[src/rtl/ram_fifo_ctrl.sv]
// ram_fifo_ctrl: byte FIFO over a single-port, registered-read block RAM.
// One RAM access per cycle, shared between pushes and reads, with a pop-side hold register.
module ram_fifo_ctrl #(
    parameter int RAM_ADDR_WIDTH = 8,
    parameter int RAM_DATA_WIDTH = 8
) (
    input  logic                      in_clk,
    input  logic                      in_rst,
    input  logic                      in_push_valid,
    input  logic [RAM_DATA_WIDTH-1:0] in_push_data,
    output logic                      out_push_ready,
    output logic                      out_pop_valid,
    output logic [RAM_DATA_WIDTH-1:0] out_pop_data,
    input  logic                      in_pop_ready,
    output logic [RAM_ADDR_WIDTH-1:0] out_ram_addr,
    output logic [RAM_DATA_WIDTH-1:0] out_ram_data,
    output logic                      out_ram_wr,
    input  logic [RAM_DATA_WIDTH-1:0] in_ram_data,
    output logic [RAM_ADDR_WIDTH:0]   out_count,
    output logic                      out_full,
    output logic                      out_empty
);

    typedef enum logic [1:0] {
        S_IDLE = 2'd0,
        S_RD   = 2'd1,
        S_HOLD = 2'd2
    } state_e;

    state_e                    state_q, state_d;
    logic [RAM_ADDR_WIDTH-1:0] wr_ptr_q, wr_ptr_d;
    logic [RAM_ADDR_WIDTH-1:0] rd_ptr_q, rd_ptr_d;
    logic [RAM_ADDR_WIDTH:0]   count_q, count_d;
    logic                      prio_q, prio_d;
    logic [RAM_DATA_WIDTH-1:0] data_q, data_d;

    logic full;
    logic has_data;
    logic rd_gnt;
    logic wr_gnt;
    logic contested;

    // count never exceeds the depth, so its MSB alone marks full
    assign full      = count_q[RAM_ADDR_WIDTH];
    assign has_data  = (count_q != '0);
    assign rd_gnt    = (state_q == S_IDLE) && has_data
                     && (!in_push_valid || full || prio_q);
    assign wr_gnt    = in_push_valid && !full && !rd_gnt;
    assign contested = (state_q == S_IDLE) && has_data
                     && in_push_valid && !full;

    always_comb begin
        state_d  = state_q;
        wr_ptr_d = wr_ptr_q;
        rd_ptr_d = rd_ptr_q;
        count_d  = count_q;
        prio_d   = prio_q;
        data_d   = data_q;

        if (wr_gnt) begin
            wr_ptr_d = wr_ptr_q + 1'b1;
            count_d  = count_q + 1'b1;
        end
        if (rd_gnt) begin
            rd_ptr_d = rd_ptr_q + 1'b1;
            count_d  = count_q - 1'b1;
        end
        if (contested) begin
            prio_d = !prio_q;
        end

        unique case (state_q)
            S_IDLE: begin
                if (rd_gnt) state_d = S_RD;
            end
            S_RD: begin
                // capture precedes any write-through at this same edge
                state_d = S_HOLD;
                data_d  = in_ram_data;
            end
            S_HOLD: begin
                if (in_pop_ready) state_d = S_IDLE;
            end
            default: state_d = S_IDLE;
        endcase
    end

    always_ff @(posedge in_clk or posedge in_rst) begin
        if (in_rst) begin
            state_q  <= S_IDLE;
            wr_ptr_q <= '0;
            rd_ptr_q <= '0;
            count_q  <= '0;
            prio_q   <= 1'b0;
            data_q   <= '0;
        end else begin
            state_q  <= state_d;
            wr_ptr_q <= wr_ptr_d;
            rd_ptr_q <= rd_ptr_d;
            count_q  <= count_d;
            prio_q   <= prio_d;
            data_q   <= data_d;
        end
    end

    assign out_push_ready = !full && !rd_gnt;
    assign out_pop_valid  = (state_q == S_HOLD);
    assign out_pop_data   = data_q;
    assign out_ram_wr     = wr_gnt;
    assign out_ram_addr   = wr_gnt ? wr_ptr_q : rd_ptr_q;
    assign out_ram_data   = in_push_data;
    assign out_count      = count_q;
    assign out_full       = full;
    assign out_empty      = !has_data && (state_q == S_IDLE);

endmodule

[config.mk]
export PLATFORM = sky130hd
export DESIGN_NAME = ram_fifo_ctrl
export DESIGN_NICKNAME = d
export VERILOG_FILES = /design/src/rtl/ram_fifo_ctrl.sv
export SDC_FILE = /design/constraint.sdc
export NUM_CORES = 1
export LEC_CHECK = 0
export CORE_MARGIN = 2
export CORE_UTILIZATION = 54
export CTS_BUF_LIST = sky130_fd_sc_hd__clkbuf_2
export DETAILED_ROUTE_END_ITERATION = 8
export PLACE_DENSITY = 0.88
export SKIP_CTS_REPAIR_TIMING = 1
export SYNTH_ARGS = -nofsm -noshare
export SYNTH_HDL_FRONTEND = slang
export SYNTH_SLANG_ARGS = --single-unit
export TNS_END_PERCENT = 10
[constraint.sdc]
create_clock -name in_clk -period 7.9 [get_ports in_clk]
set_input_delay 1.58 -clock in_clk [delete_from_list [all_inputs] [get_ports in_clk]]
set_output_delay 1.58 -clock in_clk [all_outputs]
set_load 0.05 [all_outputs]
Yosys cells after proc, flatten, opt, wreduce, memory -nomap -nowiden
Cells that the tools add are included.
{"block": "op_classes", "addsub": 4, "n_eq_ne": 4, "n_mux": 6, "n_reduce_logical": 19}
{"cell": "two-way mux 9 bit", "count": 2}
{"cell": "adder 8 x 1 -> 8 bit (second input constant)", "count": 2}
{"cell": "adder 9 x 1 -> 9 bit (second input constant)", "count": 1}
{"cell": "nonzero test 9 bit", "count": 1}
{"cell": "subtractor 9 x 1 -> 9 bit (second input constant)", "count": 1}
{"cell": "logical AND 1 bit", "count": 8}
{"cell": "two-way mux 8 bit", "count": 1}
{"cell": "one-hot mux 2 bit (3 select lines)", "count": 1}
{"cell": "zero test 1 bit", "count": 5}
{"cell": "two-way mux 2 bit", "count": 2}
{"cell": "== test 2 x 1 -> 1 bit (second input constant)", "count": 1}
{"cell": "== test 2 bit (second input constant)", "count": 1}
{"cell": "zero test 2 bit", "count": 1}
{"cell": "logical OR 1 bit", "count": 2}
{"cell": "inequality test 2 x 1 -> 1 bit (second input constant)", "count": 1}
{"cell": "inequality test 2 bit (second input constant)", "count": 1}
{"cell": "AND reduction 2 bit", "count": 1}
{"cell": "nonzero test 2 bit", "count": 1}
{"block": "totals", "reg_bits": 36, "word_cells": 39}

Depth between registers and ports, before layout
Gate-level depths: netlist (run 1).
{"block": "depth", "ltp_word": 8, "ltp_mapped": 11, "ltp_nobuf": 9}

Least setup slack after synthesis (run 1)
Ideal clock, no wire load.
{"block": "synth_path", "path_type": "input-to-output", "startpoint": "input in_push_valid", "endpoint": "output out_push_ready", "arrival_time_ns": 2.487, "slack_ns": 3.833, "cell_stages": 4, "path_buffers": 0, "path_cell_list": "and2b_1 > a21oi_4 > inv_1 > ha_1"}
{"block": "synth_between", "elab_chain_cells": 6}
{"item": "start, declared", "line_no": "9", "source": "input logic in_push_valid,"}
{"item": "zero test 1 bit", "line_no": "47", "source": "&& (!in_push_valid || full || prio_q);"}
{"item": "logical OR 1 bit (2 in series)", "line_no": "47"}
{"item": "logical AND 1 bit", "line_no": "47"}
{"item": "zero test 1 bit", "line_no": "106", "source": "assign out_push_ready = !full && !rd_gnt;"}
{"item": "logical AND 1 bit", "line_no": "106"}
{"item": "end, declared", "line_no": "11", "source": "output logic out_push_ready,"}
No other way between the ends.

Worst setup path after layout (run 1)
{"block": "layout_path", "startpoint": "input in_push_valid", "endpoint": "output out_ram_addr[1]"}
{"block": "layout_between", "elab_chain_cells": 7}
{"item": "zero test 1 bit", "line_no": "47"}
{"item": "logical OR 1 bit (2 in series)", "line_no": "47"}
{"item": "logical AND 1 bit", "line_no": "47"}
{"item": "zero test 1 bit", "line_no": "48", "source": "assign wr_gnt = in_push_valid && !full && !rd_gnt;"}
{"item": "logical AND 1 bit *", "line_no": "48"}
{"item": "two-way mux 8 bit *", "line_no": "110", "source": "assign out_ram_addr = wr_gnt ? wr_ptr_q : rd_ptr_q;"}
{"item": "end, declared", "line_no": "15", "source": "output logic [RAM_ADDR_WIDTH-1:0] out_ram_addr,"}
Every way passes the cells marked *; elsewhere a longest branch is shown, timed or not.

==> impl_summary.md, run 1 <==
Floorplan
The overall die area is 4550 sq um. The area inside the core boundary is 3940 sq um. The count of pins on the block boundary is 58. The initialized floorplan defines 23 standard-cell rows. The initial core utilization is 55.2%.

The die boundary width is 67.5 um. The overall die height is 67.5 um.

GRT
For met1 alone, demand over resource in global routing was 26.8%. The most used routing layer is met2. The wire length of the first global-routing pass is 7.55 mm. For this run the aggregate overflow at the end of global routing stands at 0. The met2 track demand over resource in global routing is 39.2%.

The met3 track demand over resource in global routing is 5.67%. Global routing consumed, over all layers together, 22.2% of the routing resources. The via count of the first global-routing pass is 1627. The number of antenna violations at the first check in global routing is 0.

The maximum number of pins on one net before global-route repair is 37.

Synth
Synthesis handed over a netlist of 201 instances. The total of flip-flops plus latches after synthesis is 36. The number of enable-type register cells in the synthesized netlist is 0. The yosys synthesis warning count is 0. Yosys mapped the design onto 45 distinct sky130hd cell types. The biggest area contributor in the post-synthesis netlist is dfrtp_1. In this run the cell area of the synthesized design comes to 2180 sq um.

After synthesis, the share of flip-flops with an asynchronous set or reset is 100%. The number of nets handed over by synthesis was 232. The fraction of post-synthesis cell area in the top cell type by area is 41.4%. By area the synthesized netlist is led by dfrtp_1, ha_1, mux2_2, mux2_4, xor2_1. Sequential cells were found to cover 41.4% of the synthesized design area. The average instance in the mapped netlist occupies 10.8 sq um.

The main flop type after synthesis is dfrtp_1.

Worst setup path
The termination of the worst setup path is out_ram_addr[1]. In this run the critical register-to-register path is launched from state_q[1]$_DFFE_PP0P_. The path type of the worst setup path is input port to output port. The critical path starts at in_push_valid.

STA classifies the critical path startpoint as an input port. The maximum net fanout on the critical path is 11. The internal reg-to-reg setup slack is 4500 ps. The arrival time of data at the critical path endpoint is 3630 ps.

The required time at the endpoint of the critical path is 6320 ps. The worst register-to-register path has a depth of 8. The endpoint kind of the worst setup timing path is an output port.

The endpoint of the worst register-to-register path is out_count[5]$_DFFE_PP0P_.

Placement
The placed wire-length estimate is 3.30 mm. The final weighted congestion of routability-driven global placement is 0.802. Summing all placed instances gives a cell area of 2550 sq um. Buffers placed on the I/O ports in this run total 41.

Route
The count of unresolved DRC violations after routing is 0. The via-per-instance ratio is 5.70. After the first detailed-routing iteration, the DRC count stood at 36. The post-route antenna net violation count is 0. The detailed-router iteration count before antenna repair is 4.

The total wire length is 4.45 mm. The via count is 1636. The average wire per standard cell is 15.5 um.

Final layout
The post-route cell area is 2620 sq um. The share of post-route cells with drive strength above 1 is 14.3%. The register cell area after layout is 901 sq um. 0 antenna diodes ended up in the layout. The layout net count is 267. In the layout the commonest cells are clkdlybuf4s50_1, dfrtp_1, inv_1.

Summing all multi-input logic gate instances after layout gives 1120 sq um. The filler cell count is 315. The leading cell type in the layout, fill and taps excluded is clkdlybuf4s50_1. The area growth from synthesis to layout is 20.2%.

Clock tree
The clock reaches the later pin of the worst-skew pair after 380 ps. Clock-pin slew was measured on the worst setup and hold paths at 190 ps. The clock passes through at most 2 buffers. TritonCTS built the clock tree. In this run, CTS created clock tree buffers numbering 5. The clock root buffer master is clkbuf_2. The H-tree generated during clock tree synthesis spans 2 levels. The tree built by TritonCTS fans out to 36 sinks.

Timing
The maximum clock frequency is 0.192 GHz. The final cycle utilization of the critical path is 65.9%. The relative slew slack is 46.8%. Setup repair after global routing left no endpoint under its margin. The routed design could run at a clock period as short as 5210 ps. The final hold violation count came to 0. Setup violations remaining at the end of the flow were counted as 0. The largest clock skew in the final design is 14.9 ps. The setup TNS is 0 ps. The final count of pins violating max slew is 0. At the pin with the least slew margin, the transition time is 793 ps.

Outcome
The flow ran to the end, and the final reports show no timing, DRC or antenna violations.

Hold path
The path class of the tightest hold or removal check is flip-flop to flip-flop.

Flow run
The tool flagged a number of max-cap violations equal to 0.
==> stage by stage <==
step / hold WS, ps / cells / setup WS, ps / utilization, %
6_report: 489 / 287 / 2690 / 66.4
5_1_grt: 524 / 287 / 2600 / 66.4
4_1_cts: 488 / 287 / 2680 / 66.4
3_5_place_dp: 466 / 279 / 2680 / 64.7
3_3_place_gp: 465 / 279 / 2750 / 64.7
2_1_floorplan: 442 / 201 / 3830 / -
==> Yosys cell counts (5+ instances only) <==
library cell  instances
mux2_4                8
dfrtp_1              36
a21oi_1               7
buf_4                 9
nand3_1              11
xor2_1               11
xnor2_1               6
mux2_2               11
nand2_1               7
nor3_1                8
inv_1                13
o21ai_0               6
a211oi_1              5
ha_1                 10
nor2_1                6
==> logic make-up (layout without fill, tap and decap cells) <==
logic type	count (synthesis)	after routing	synth area share (%)
buffers and inverters	27	63	7.07
AND/OR/NAND/NOR	52	52	13.6
multiplexers	20	20	11.7
AO/OA/AOI/OAI	38	38	12.8
adder cells (fa/ha/maj)	11	11	6.67
flip-flops	36	36	41.4
XOR/XNOR	17	17	6.84
==> flip-flops by register name, summed over array words and instances (netlist names) <==
register	flops
state_q	2
prio_q	1
rd_ptr_q	8
out_pop_data	8
out_count	9
wr_ptr_q	8
==> critical path, stage by stage <==
cell and delay (ps):
clkdlybuf4s50_1 470, and2b_1 310, o21ai_4 210, mux2_4 350, clkdlybuf4s50_1 700
==> metal layers <==
metal	up-vias	part of all wire [%]
li1	787	-
met1	795	42
met2	48	51
met3	6	5.6
met4	0	0.85
met5	-	0
==> final cells by class <==
class	instances	area share [%]
Tap cell	50	2.39
Sequential cell	36	34.4
Clock buffer	6	1.15
Clock inverter	2	1.34
Timing Repair Buffer	42	16.0
Inverter	13	1.87
Multi-Input combinational cell	138	42.9
==> worst min-delay path by stage <==
stage,cells past startpoint,slack (ps),endpoint,from
finish,1,490,wr_ptr_q[7]$_DFFE_PP0P_,wr_ptr_q[7]$_DFFE_PP0P_
global route,1,520,wr_ptr_q[7]$_DFFE_PP0P_,wr_ptr_q[7]$_DFFE_PP0P_
CTS,1,490,wr_ptr_q[7]$_DFFE_PP0P_,wr_ptr_q[7]$_DFFE_PP0P_
detailed placement,1,470,wr_ptr_q[7]$_DFFE_PP0P_,wr_ptr_q[7]$_DFFE_PP0P_
floorplan,1,440,wr_ptr_q[7]$_DFFE_PP0P_,wr_ptr_q[7]$_DFFE_PP0P_
global placement,1,460,wr_ptr_q[7]$_DFFE_PP0P_,wr_ptr_q[7]$_DFFE_PP0P_
Power of run 1 is left out: the tool's default activity adds up to more than one toggle a clock period on the data nets, which glitch-free logic cannot reach.
==> inputs of run 2 (changes only) <==
--- a/config.mk
+++ b/config.mk
@@ -6,10 +6,10 @@
 export NUM_CORES = 1
 export LEC_CHECK = 0
 export CORE_MARGIN = 2
-export CORE_UTILIZATION = 54
+export CORE_UTILIZATION = 45
 export CTS_BUF_LIST = sky130_fd_sc_hd__clkbuf_2
 export DETAILED_ROUTE_END_ITERATION = 8
-export PLACE_DENSITY = 0.88
+export PLACE_DENSITY = 0.78
 export SKIP_CTS_REPAIR_TIMING = 1
 export SYNTH_ARGS = -nofsm -noshare
 export SYNTH_HDL_FRONTEND = slang
==> constraint.sdc (replaced) <==
create_clock -name in_clk -period 4.4 [get_ports in_clk]
set_input_delay 0.88 -clock in_clk [delete_from_list [all_inputs] [get_ports in_clk]]
set_output_delay 0.88 -clock in_clk [all_outputs]
set_load 0.05 [all_outputs]
==> impl_summary.md, run 2 (synthesis results as in run 1) <==
Outcome
Result of the run: finished, final reports clean (unchanged).

Floorplan
The overall die area is 5410 sq um (was 4550 sq um). The number of cell rows is 25 (was 23). The area inside the core boundary is 4690 sq um (was 3940 sq um). The overall die height is 73.5 um (was 67.5 um). The initial core utilization came to 46.4% (was 55.2%). The count of pins on the block boundary is 58 (unchanged). The die boundary width is 73.5 um (was 67.5 um).

GRT
The maximum number of pins on one net before global-route repair came to 37 (unchanged). The overall routing resource usage is 18.0% (was 22.2%). The wire length of the first global-routing pass is 7.49 mm (was 7.55 mm). The via count of the first global-routing pass is 1550 (was 1627). The sum of overflow across all layers after global routing came to 0 (unchanged). The number of antenna violations at the first check in global routing is 0 (unchanged).

Route
The detailed-router iteration count before antenna repair is 4 (unchanged). The detailed router's first-iteration violation count is 51 (was 36). The post-route antenna net violation count came to 0 (unchanged).

The total wire length is 4.42 mm (was 4.45 mm). The count of unresolved DRC violations after routing is 0 (unchanged). The average wire per standard cell came to 15.2 um (was 15.5 um). The via count is 1601 (was 1636). The via-per-instance ratio came to 5.50 (was 5.70).

Final layout
The register cell area after layout is 901 sq um (unchanged). The share of post-route cells with drive strength above 1 is 13.5% (was 14.3%). The leading cell type in the layout, fill and taps excluded is clkdlybuf4s50_1 (unchanged). The layout net count is 268 (was 267). The flip-flop count of the largest register after layout is 9 (unchanged).

The filler cell count came to 410 (was 315). The antenna diode count was 0 (unchanged). The area growth from synthesis to final layout is 19.3% (was 20.2%). The area used by multi-input combinational logic is 1120 sq um (unchanged). The post-route core utilization came to 55.3% (was 66.4%). The filler-free cell count of the finished design was 291 (was 287). Commonest non-fill, non-tap cells in the layout: clkdlybuf4s50_1, dfrtp_1, inv_1 (unchanged).

Clock tree
The CTS tree is yes (unchanged). The clock-pin slew reported for the worst setup and hold paths after clock tree synthesis is 170 ps (was 190 ps). The number of buffers inserted during clock tree synthesis is 5 (unchanged). The deepest clock path buffer count is 2 (unchanged). The number of clock sinks is 36 (unchanged). The H-tree depth is 2 (unchanged). The clock root buffer master is clkbuf_2 (unchanged). The insertion delay to the later sink of the worst-skew pair is 380 ps (about the same).

Timing
The final count of pins violating max slew is 0 (unchanged). The worst hold slack is 486 ps (was 489 ps). The transition time at the pin with the least slew margin is 755 ps (was 793 ps).

The setup TNS was 0 ps (unchanged). Based on the critical path, the design can be clocked at up to 0.255 GHz. The final cycle utilization of the critical path is 89.1%. RSZ-0062 raised after global routing: no (unchanged). The final critical path time including I/O delays and setup is 3920 ps. The final setup violation count is 0 (unchanged).

The final hold violation count came to 0 (unchanged). The relative slew slack is 49.3% (was 46.8%). The largest clock skew in the final design is 24.1 ps (was 14.9 ps).

Worst setup path
The required time at the endpoint of the critical path is 3520 ps (was 6320 ps). The number of buffers and inverters on the critical path is 1 (was 2). The maximum single-stage delay on the critical path is 700 ps (about the same).

Critical-path cell list: or2_0 > a31o_1 > o21ai_4 > mux2_4 > clkdlybuf4s50_1 (was clkdlybuf4s50_1 > and2b_1 > o21ai_4 > mux2_4 > clkdlybuf4s50_1). The endpoint kind of the worst setup timing path is an output port (unchanged). The maximum net fanout on the critical path is 11 (unchanged). The cell with the biggest individual delay on the critical path is clkdlybuf4s50_1 (unchanged). The critical path launch point type was a flip-flop (was input port).

The arrival time of data at the critical path endpoint is 3040 ps (was 3630 ps). The largest delay contributor family on the critical path is compound AO/OA/AOI/OAI gates (was buffers and inverters). The path type of the worst setup path is flip-flop to output port (was input port to output port).

Placement
The count of port buffers added during placement was 41 (unchanged). The cell count after placement is 284 (was 279). The placed wire-length estimate is 3.27 mm (was 3.30 mm). The final weighted congestion of routability-driven global placement is 0.816 (was 0.802).

Hold path
The class of the tightest hold or removal check is flip-flop to flip-flop (unchanged).

Flow run
The number of maximum-capacitance constraint violations came to 0 (unchanged).
==> run 2: cell count changes in the layout (fill, tap and decap cells not counted), sizes merged <==
cell / previous run / this run
clkbuf: 6 / 5
buf: 1 / 2
clkinv: 1 / 2
bufinv: 1 / 0
==> run 2: per-layer routing <==
metal,share of wire [%],GRT usage [%],up-vias
li1,-,-,785
met2,48,29.4,46
met1,46,24.0,766
met3,4.7,3.57,4
met5,0,0,-
met4,0.66,5.45,0
==> run 2: final cells by class <==
class | count | area share [%]
Multi-Input combinational cell | 138 | 43.2
Sequential cell | 36 | 34.7
Timing Repair Buffer | 43 | 16.4
Tap cell | 54 | 2.60
Clock buffer | 5 | 0.964
Clock inverter | 2 | 0.289
Inverter | 13 | 1.88
==> run 2: metrics by stage <==
step | setup WS (ps) | area (sq um)
global placement | 623 | 2560
floorplan | 1420 | 2180
detailed placement | 558 | 2560
global route | 325 | 2600
finish | 481 | 2600
CTS | 457 | 2600
==> run 2: worst register-to-register path, delay by kind of cell, from the launching register on <==
family | cells | cell delay, ps
muxes | 1 | 210
adders and majority gates | 1 | 290
and+or+nand+nor | 2 | 530
buffers and inverters | 1 | 200
AOI/OAI and AO/OA | 4 | 1490
DFF | 1 | 470
==> run 2: worst paths after layout <==
path	slack, ps	to	cells after the start	start
setup / recovery	480	out_ram_addr[1]	5	state_q[1]$_DFFE_PP0P_
max in group asynchronous	3200	wr_ptr_q[1]$_DFFE_PP0P_	3	in_rst
setup reg to reg	1170	out_count[5]$_DFFE_PP0P_	9	out_count[3]$_DFFE_PP0P_
hold / removal	490	wr_ptr_q[7]$_DFFE_PP0P_	1	wr_ptr_q[7]$_DFFE_PP0P_
hold reg to reg	490	wr_ptr_q[7]$_DFFE_PP0P_	1	wr_ptr_q[7]$_DFFE_PP0P_
min in group asynchronous	870	rd_ptr_q[0]$_DFFE_PP0P_	3	in_rst
Power of run 2 is left out for the same reason.
==> inputs of run 3 (changes only) <==
--- a/config.mk
+++ b/config.mk
@@ -5,11 +5,14 @@
 export SDC_FILE = /design/constraint.sdc
 export NUM_CORES = 1
 export LEC_CHECK = 0
-export CORE_MARGIN = 2
-export CORE_UTILIZATION = 45
+export CELL_PAD_IN_SITES_DETAIL_PLACEMENT = 0
+export CELL_PAD_IN_SITES_GLOBAL_PLACEMENT = 1
+export CORE_MARGIN = 8
+export CORE_UTILIZATION = 35
 export CTS_BUF_LIST = sky130_fd_sc_hd__clkbuf_2
+export CTS_CLUSTER_SIZE = 20
 export DETAILED_ROUTE_END_ITERATION = 8
-export PLACE_DENSITY = 0.78
+export PLACE_DENSITY_LB_ADDON = 0.1
 export SKIP_CTS_REPAIR_TIMING = 1
 export SYNTH_ARGS = -nofsm -noshare
 export SYNTH_HDL_FRONTEND = slang
==> impl_summary.md, run 3 (synthesis results as in run 1) <==
GRT
The via count of the first global-routing pass is 1712 (was 1550). The wire length of the first global-routing pass is 8.93 mm (was 7.49 mm). The sum of overflow across all layers after global routing came to 0 (unchanged).

The number of antenna violations at the first check in global routing is 0 (unchanged). The maximum number of pins on one net before global-route repair is 37 (unchanged). The overall routing resource usage was 12.9% (was 18.0%).

Route
The count of unresolved DRC violations after routing is 0 (unchanged). The average wire per standard cell is 17.6 um (was 15.2 um). The routed metal-1 wire length is 2.30 mm (was 2.05 mm). The uppermost layer routed is met4 (unchanged). The via count came to 1629 (was 1601). The met2 wirelength from detailed routing came to 2.75 mm (was 2.13 mm). The total wire length is 5.50 mm (was 4.42 mm). The detailed router's first-iteration violation count is 61 (was 51).

The via-per-instance ratio is 5.20 (was 5.50). The routed length on met3 came to 395 um (was 209 um). The post-route antenna net violation count was 0 (unchanged). The detailed-router iteration count before antenna repair is 4 (unchanged).

Final layout
The layout net count was 268 (unchanged). The antenna diode count was 0 (unchanged). The leading cell type in the layout, fill and taps excluded is clkdlybuf4s50_1 (unchanged). The share of post-route cells with drive strength above 1 is 14.3% (was 13.5%). Commonest non-fill, non-tap cells in the layout: clkdlybuf4s50_1, dfrtp_1, inv_1 (unchanged). The flip-flop count of the largest register after layout was 9 (unchanged). The area growth from synthesis to final layout is 20.8% (was 19.3%).

Clock tree
The deepest clock path buffer count is 2 (unchanged). The insertion delay to the later sink of the worst-skew pair is 390 ps (was 380 ps). The CTS tree is yes (unchanged). The number of clock sinks came to 36 (unchanged). The clock-pin slew reported for the worst setup and hold paths after clock tree synthesis is 200 ps (was 170 ps). The H-tree depth is 2 (unchanged). The clock root buffer master is clkbuf_2 (unchanged).

The number of buffers inserted during clock tree synthesis is 5 (unchanged).

Timing
The transition time at the pin with the least slew margin is 822 ps (was 755 ps). The final count of pins violating max slew is 0 (unchanged). The final hold violation count is 0 (unchanged). The setup TNS is 0 ps (unchanged). The final setup violation count is 0 (unchanged). The largest clock skew in the final design came to 15.8 ps (was 24.1 ps). RSZ-0062 raised after global routing: no (unchanged).

The maximum clock frequency is 0.250 GHz (was 0.255 GHz). The final critical path time including I/O delays and setup was 3990 ps (was 3920 ps). The final cycle utilization of the critical path is 90.8% (was 89.1%). The relative slew slack is 44.8% (was 49.3%).

Hold path
The class of the tightest hold or removal check is flip-flop to flip-flop (unchanged).

Worst setup path
The arrival time of data at the critical path endpoint is 3110 ps (was 3040 ps). The maximum single-stage delay on the critical path is 710 ps (was 700 ps). The required time at the endpoint of the critical path is 3520 ps (about the same). Critical-path cell list: or2_0 > a31o_1 > o21ai_4 > mux2_4 > clkdlybuf4s50_1 (unchanged). The endpoint kind of the worst setup timing path is an output port (unchanged). The cell with the biggest individual delay on the critical path is clkdlybuf4s50_1 (unchanged). The maximum net fanout on the critical path is 11 (unchanged).

The critical path launch point type is a flip-flop (unchanged). The path type of the worst setup path is flip-flop to output port (unchanged).

Placement
The final weighted congestion of routability-driven global placement is 0.825 (was 0.816). The placed wire-length estimate is 4.23 mm (was 3.27 mm). The count of port buffers added during placement is 41 (unchanged).

Floorplan
The initial core utilization is 36.5% (was 46.4%). The overall die area was 9000 sq um (was 5410 sq um). The die boundary width is 94.8 um (was 73.5 um). The overall die height is 94.8 um (was 73.5 um). The count of pins on the block boundary is 58 (unchanged). The number of cell rows is 28 (was 25). The area inside the core boundary was 5960 sq um (was 4690 sq um).

Flow run
The number of maximum-capacitance constraint violations is 0 (unchanged).

Outcome
Result of the run: finished, final reports clean (unchanged).
-- run 3: cell count changes in the layout (fill, tap and decap cells not counted) --
| cell | previous run | this run |
|---|---|---|
| clkinv_1 | 2 | 1 |
| clkinv_2 | 0 | 2 |
-- run 3: final timing paths --
path | startpoint | end | slack (ps) | cells past startpoint
min in group asynchronous | in_rst | rd_ptr_q[5]$_DFFE_PP0P_ | 880 | 3
worst min register to register | rd_ptr_q[7]$_DFFE_PP0P_ | rd_ptr_q[7]$_DFFE_PP0P_ | 490 | 1
max in group asynchronous | in_rst | state_q[1]$_DFFE_PP0P_ | 3190 | 3
worst max register to register | out_count[3]$_DFFE_PP0P_ | out_count[5]$_DFFE_PP0P_ | 1150 | 9
worst max-delay path | state_q[1]$_DFFE_PP0P_ | out_ram_addr[0] | 410 | 5
worst min-delay path | rd_ptr_q[7]$_DFFE_PP0P_ | rd_ptr_q[7]$_DFFE_PP0P_ | 490 | 1
-- run 3: layout make-up --
cell class	count	area, sq um
Clock buffer	5	25.0
Inverter	13	48.8
Sequential cell	36	901
Multi-Input combinational cell	138	1120
Fill cell	555	3330
Clock inverter	3	13.8
Tap cell	75	93.8
Timing Repair Buffer	43	425
-- run 3: per-stage QoR --
stage	cell area (sq um)	setup WS, ps	hold slack [ps]	utilization [%]	cells
2_1_floorplan	2180	1420	442	-	201
3_3_place_gp	2590	591	462	43.5	305
3_5_place_dp	2590	529	471	43.5	305
4_1_cts	2630	348	495	44.1	313
5_1_grt	2630	236	526	44.1	313
6_report	2630	406	493	44.1	313
-- run 3: critical path, delay by kind of cell (launching register included) --
kind / cells / cell delay (ps)
compound gates: 2 / 880
buf+inv: 1 / 710
flops: 1 / 420
mux: 1 / 340
simple gates: 1 / 370
-- run 3: per-layer routing --
layer	vias to the layer above	GRT usage, %
li1	787	-
met1	794	13.7
met4	0	4.16
met2	40	23.5
met3	8	4.13
met5	-	0
Power of run 3 is left out for the same reason.
